## src/rtl/instr_fetch.sv

```systemverilog
// instr_fetch: PC + one-outstanding imem request (req/rsp) -> registered instr/instr_pc to decoder (valid/ready), redirect squashes wrong path
module instr_fetch #(
  parameter logic [31:0] RESET_PC = 32'h0000_0000
) (
  input  logic        clk,
  input  logic        reset,
  output logic        imem_req_valid,
  input  logic        imem_req_ready,
  output logic [31:0] imem_req_addr,
  input  logic        imem_rsp_valid,
  input  logic [31:0] imem_rsp_data,
  input  logic        redirect_valid,
  input  logic [31:0] redirect_pc,
  output logic        instr_valid,
  input  logic        instr_ready,
  output logic [31:0] instr,
  output logic [31:0] instr_pc
);
  typedef enum logic [1:0] {IDLE, REQ, WAIT, HOLD} state_t;
  state_t      r_state, w_state;
  logic [31:0] r_fetch_pc, w_fetch_pc, r_instr, w_instr, r_instr_pc, w_instr_pc;
  logic        r_drop, w_drop;
  logic [31:0] w_redir;
  assign w_redir = {redirect_pc[31:2], 2'b00};
  always_ff @(posedge clk or posedge reset)
    if (reset) begin
      r_state    <= IDLE;
      r_fetch_pc <= RESET_PC;
      r_drop     <= 1'b0;
      r_instr    <= 32'h0000_0013;
      r_instr_pc <= 32'h0;
    end else begin
      r_state    <= w_state;
      r_fetch_pc <= w_fetch_pc;
      r_drop     <= w_drop;
      r_instr    <= w_instr;
      r_instr_pc <= w_instr_pc;
    end
  always_comb begin
    w_state    = r_state;
    w_fetch_pc = redirect_valid ? w_redir : r_fetch_pc;
    w_drop     = r_drop;
    w_instr    = r_instr;
    w_instr_pc = r_instr_pc;
    case (r_state)
      IDLE: w_state = REQ;
      REQ: if (imem_req_ready) begin
        w_state = WAIT;
        w_drop  = redirect_valid;
      end
      WAIT: if (imem_rsp_valid) begin
        w_drop = 1'b0;
        if (redirect_valid || r_drop) w_state = REQ;
        else begin
          w_instr    = imem_rsp_data;
          w_instr_pc = r_fetch_pc;
          w_state    = HOLD;
        end
      end else if (redirect_valid) w_drop = 1'b1;
      HOLD: if (redirect_valid || instr_ready) begin
        w_state    = REQ;
        w_fetch_pc = redirect_valid ? w_redir : r_fetch_pc + 32'd4;
      end
      default: w_state = IDLE;
    endcase
  end
  assign imem_req_valid = (r_state == REQ);
  assign imem_req_addr  = r_fetch_pc;
  assign instr_valid    = (r_state == HOLD);
  assign instr          = r_instr;
  assign instr_pc       = r_instr_pc;
endmodule

```

## config.mk

```make
export PLATFORM = sky130hd
export DESIGN_NAME = instr_fetch
export DESIGN_NICKNAME = d
export VERILOG_FILES = /design/src/rtl/instr_fetch.sv
export SDC_FILE = /design/constraint.sdc
export NUM_CORES = 1
export LEC_CHECK = 0
export ABC_AREA = 1
export CORE_MARGIN = 2
export CORE_UTILIZATION = 47
export CTS_BUF_LIST = sky130_fd_sc_hd__clkbuf_4
export CTS_CLUSTER_SIZE = 10
export DETAILED_ROUTE_END_ITERATION = 8
export PLACE_DENSITY = 0.82
export SYNTH_ARGS = -nofsm -noshare
export SYNTH_HDL_FRONTEND = slang
export SYNTH_SLANG_ARGS = --single-unit
```

## constraint.sdc

```tcl
create_clock -name clk -period 4.2 [get_ports clk]
set_clock_uncertainty 0.1 [all_clocks]
set_input_delay 0.84 -clock clk [delete_from_list [all_inputs] [get_ports clk]]
set_output_delay 0.84 -clock clk [all_outputs]
set_load 0.01 [all_outputs]
```

==> flow_summary.toml <==
[status]
status = "completed"

[synthesis]
synth_top_cell_by_area = "dfrtp_1"
synth_cell_types = 39
synth-async-reset-ratio_pct = 100.0
ys_warn_count = 0
syn_inst = 561
synth_top_area_share_pct = 48.94
synth_nets = 636
synth_seq_area_share_pct = 50.55
synth_edf_count = 0
synth_area_sq_um = 4908
synthTopCellsByArea = "dfrtp_1 (49%), nand2_1 (9.9%), mux2_2 (7.3%)"
synth_flop_cell = "dfrtp_1"
synth_seq_cells = 99
avgSynthCellArea_sq_um = 8.749

[floorplan]
core_sq_um = 10230
fp.dieH_um = 106.2
start_util_pct = 47.98
dieArea_sq_um = 11280
std_cell_rows = 37
ioPinCount = 168
die_w_um = 106.2

[timing]
fin_setup_tns_ns = 0
final-max-slew-violation-count = 0
tightest_slew_ns = 0.9722
fmax_mhz = 363.4
relSlewSlack_pct = 35.18
post-route-min-period_ns = 2.752
rsz0062_at_grt = "false"
finalCritPeriodShare_pct = 65.52
fin_ws_ns = 1.448
setup_viol = 0
whs_ns = 0.3838
finalHoldViolCount = 0

[worst_setup_path]
slowest_stage = "clkdlybuf4s50_1"
cp-startpoint = "r_state[0]"
cpPeakStageDelay_ns = 0.59
path_delay_family = "buffers and inverters"
cp-end-kind = "output pin"
timing.rr.start = "r_state[0]"
cp.arrival_ns = 1.81
cp.required_ns = 3.26
cp_max_fo = 6
cp-start-kind = "flip-flop"
path_class = "flip-flop to output pin"
path_cells = "ha_1, clkdlybuf4s50_1"
cp.buffers_inverters = 1

[run]
maxCapViolations = 0

[power_and_ir_drop]
power_report.internal_total_uw = 2268
pwr-share-comb_pct = 43.6
power.density_nw_per_um2 = 518.9
swShare_pct = 35.17
p_seq_share_pct = 43.7
switchingPower_uw = 1230
p_leak_uw = 0.003052
peakVddDrop_v = 0.0002602
clock_power_share_pct = 12.7

[global_routing]
first_global_vias = 4310
grt_max_degree = 81
antenna_found_initial = 1
grt_pass1_wl_mm = 21.51
grt_use_total_pct = 24.03
gr-total-overflow = 0

[clocking]
ctsHtreeMaxLevel = 3
hold_buffers = 0
cts_sinks = 99
cts_tree = "done"
cts_root_buffer = "clkbuf_4"
clk_path_buf_depth = 2
post_cts_buffers = 0
insertion_delay_ns = 0.44
path_clk_slew_ns = 0.16
ctsResizeCount = 0
cts_buffers = 9

[placement]
dpl_worst_slack_ns = 1.335
placedInstanceArea_sq_um = 6628
gp_congestion = 0.9007
port_buffers = 165
place_hpwl_mm = 9.836

[layout]
final_nets = 797
final_core_util_pct = 65.89
area_delta_synth_final_pct = 37.34
drive_gt1_share_pct = 11.42
design_area_sq_um = 6741

[detailed_routing]
via_count = 4467
drtPass1Iterations = 5
drt-total-wl_mm = 13.39
via_per_inst = 5.170
ant_nets = 0
drc_errors = 0
dr.first_iter.drc_count = 392
wl_per_cell_um = 15.49

[hold_path]
hp-class = "flip-flop to flip-flop"
hp-start = "imem_req_addr[31]"
## area by class of cell
class	instances	area (sq um)
clock buffers	11	82.58
well taps	136	170.2
diodes	1	2.502
inverters	62	235.2
repair buffers	170	1684
multi-input cells	380	2057
clock inverters	5	28.78
fillers	870	3490
flip-flops and latches	99	2481
## kinds of logic (layout without fill, tap and decap cells)
kind of cell	after synthesis	count (layout)	synth area share, %
multiplexers	32	32	7.341
AO/OA/AOI/OAI	89	89	9.636
flip-flops	99	99	50.55
AND/OR/NAND/NOR	254	254	23.66
other	0	1	0
buffers and inverters	82	248	7.545
adder cells (fa/ha/maj)	5	5	1.275
## power by group through the flow
stage	sequential (uW)	combinational (uW)	clock, uW
3_3_place_gp	1520	1490	0
3_5_place_dp	1550	1530	0
6_report	1530	1530	444
4_1_cts	1530	1540	454
2_1_floorplan	1660	530	0
5_1_grt	1570	1660	485
## state kept, by name, indices dropped and copies added (netlist names)
signal         flops
r_state            2
r_drop             1
imem_req_addr     32
instr             32
instr_pc          32
## final timing paths
| path | end | slack, ns | depth (start not counted) |
|---|---|---|---|
| worst max register to register | imem_req_addr[26] | 1.84 | 9 |
| worst min-delay path | imem_req_addr[31] | 0.38 | 1 |
| worst min register to register | imem_req_addr[31] | 0.38 | 1 |
| min in group asynchronous | instr[31] | 0.89 | 2 |
| worst max-delay path | instr_valid | 1.45 | 2 |
| max in group asynchronous | instr[1] | 2.26 | 3 |
## through the flow
| stage | total power [uW] | instances |
|---|---|---|
| floorplan | 2191 | 561 |
| global placement | 3017 | 847 |
| detailed placement | 3077 | 847 |
| CTS | 3517 | 863 |
| global route | 3717 | 864 |
| finish | 3498 | 864 |
## cells in the mapped netlist (2+ instances only)
master and number:
nand3_2 3, dfstp_2 3, clkbuf_1 3, buf_2 7, nor3b_1 2, mux2_2 32
buf_4 2, nand2_1 130, ha_1 5, buf_6 6, o22ai_1 5, dfrtp_1 96
nand3_1 36, nor2_2 9, nor3_1 5, nand4_1 8, nor2_4 3, nand2_2 6
nand3b_1 2, a22oi_1 3, o21ai_0 58, nor2_1 45, o21ai_1 7, a21oi_1 10
inv_1 60, a31oi_1 2
## cells in the final DEF (no fill, tap or decap), drive strengths merged
cell type / count
clkdlybuf4s50: 164
nand2: 137
dfrtp: 96
o21ai: 66
inv: 62
nor2: 58
nand3: 40
mux2: 32
clkbuf: 11
a21oi: 10
nand4: 8
buf: 6
o22ai: 5
nor3: 5
ha: 5
clkinv: 4
a22oi: 3
dfstp: 3
nand3b: 2
nor3b: 2
a31oi: 2
diode: 1
o211ai: 1
a211oi: 1
nor4: 1
or2: 1
o31ai: 1
clkinvlp: 1
## routing by layer
metal | track usage, % | part of all wire [%] | vias up
met5 | 0 | 0 | -
li1 | - | - | 2152
met4 | 9.774 | 2.3 | 0
met1 | 32.47 | 44 | 2111
met2 | 39.01 | 47 | 179
met3 | 3.495 | 6.4 | 25
Power figures use the tool's default switching activity.
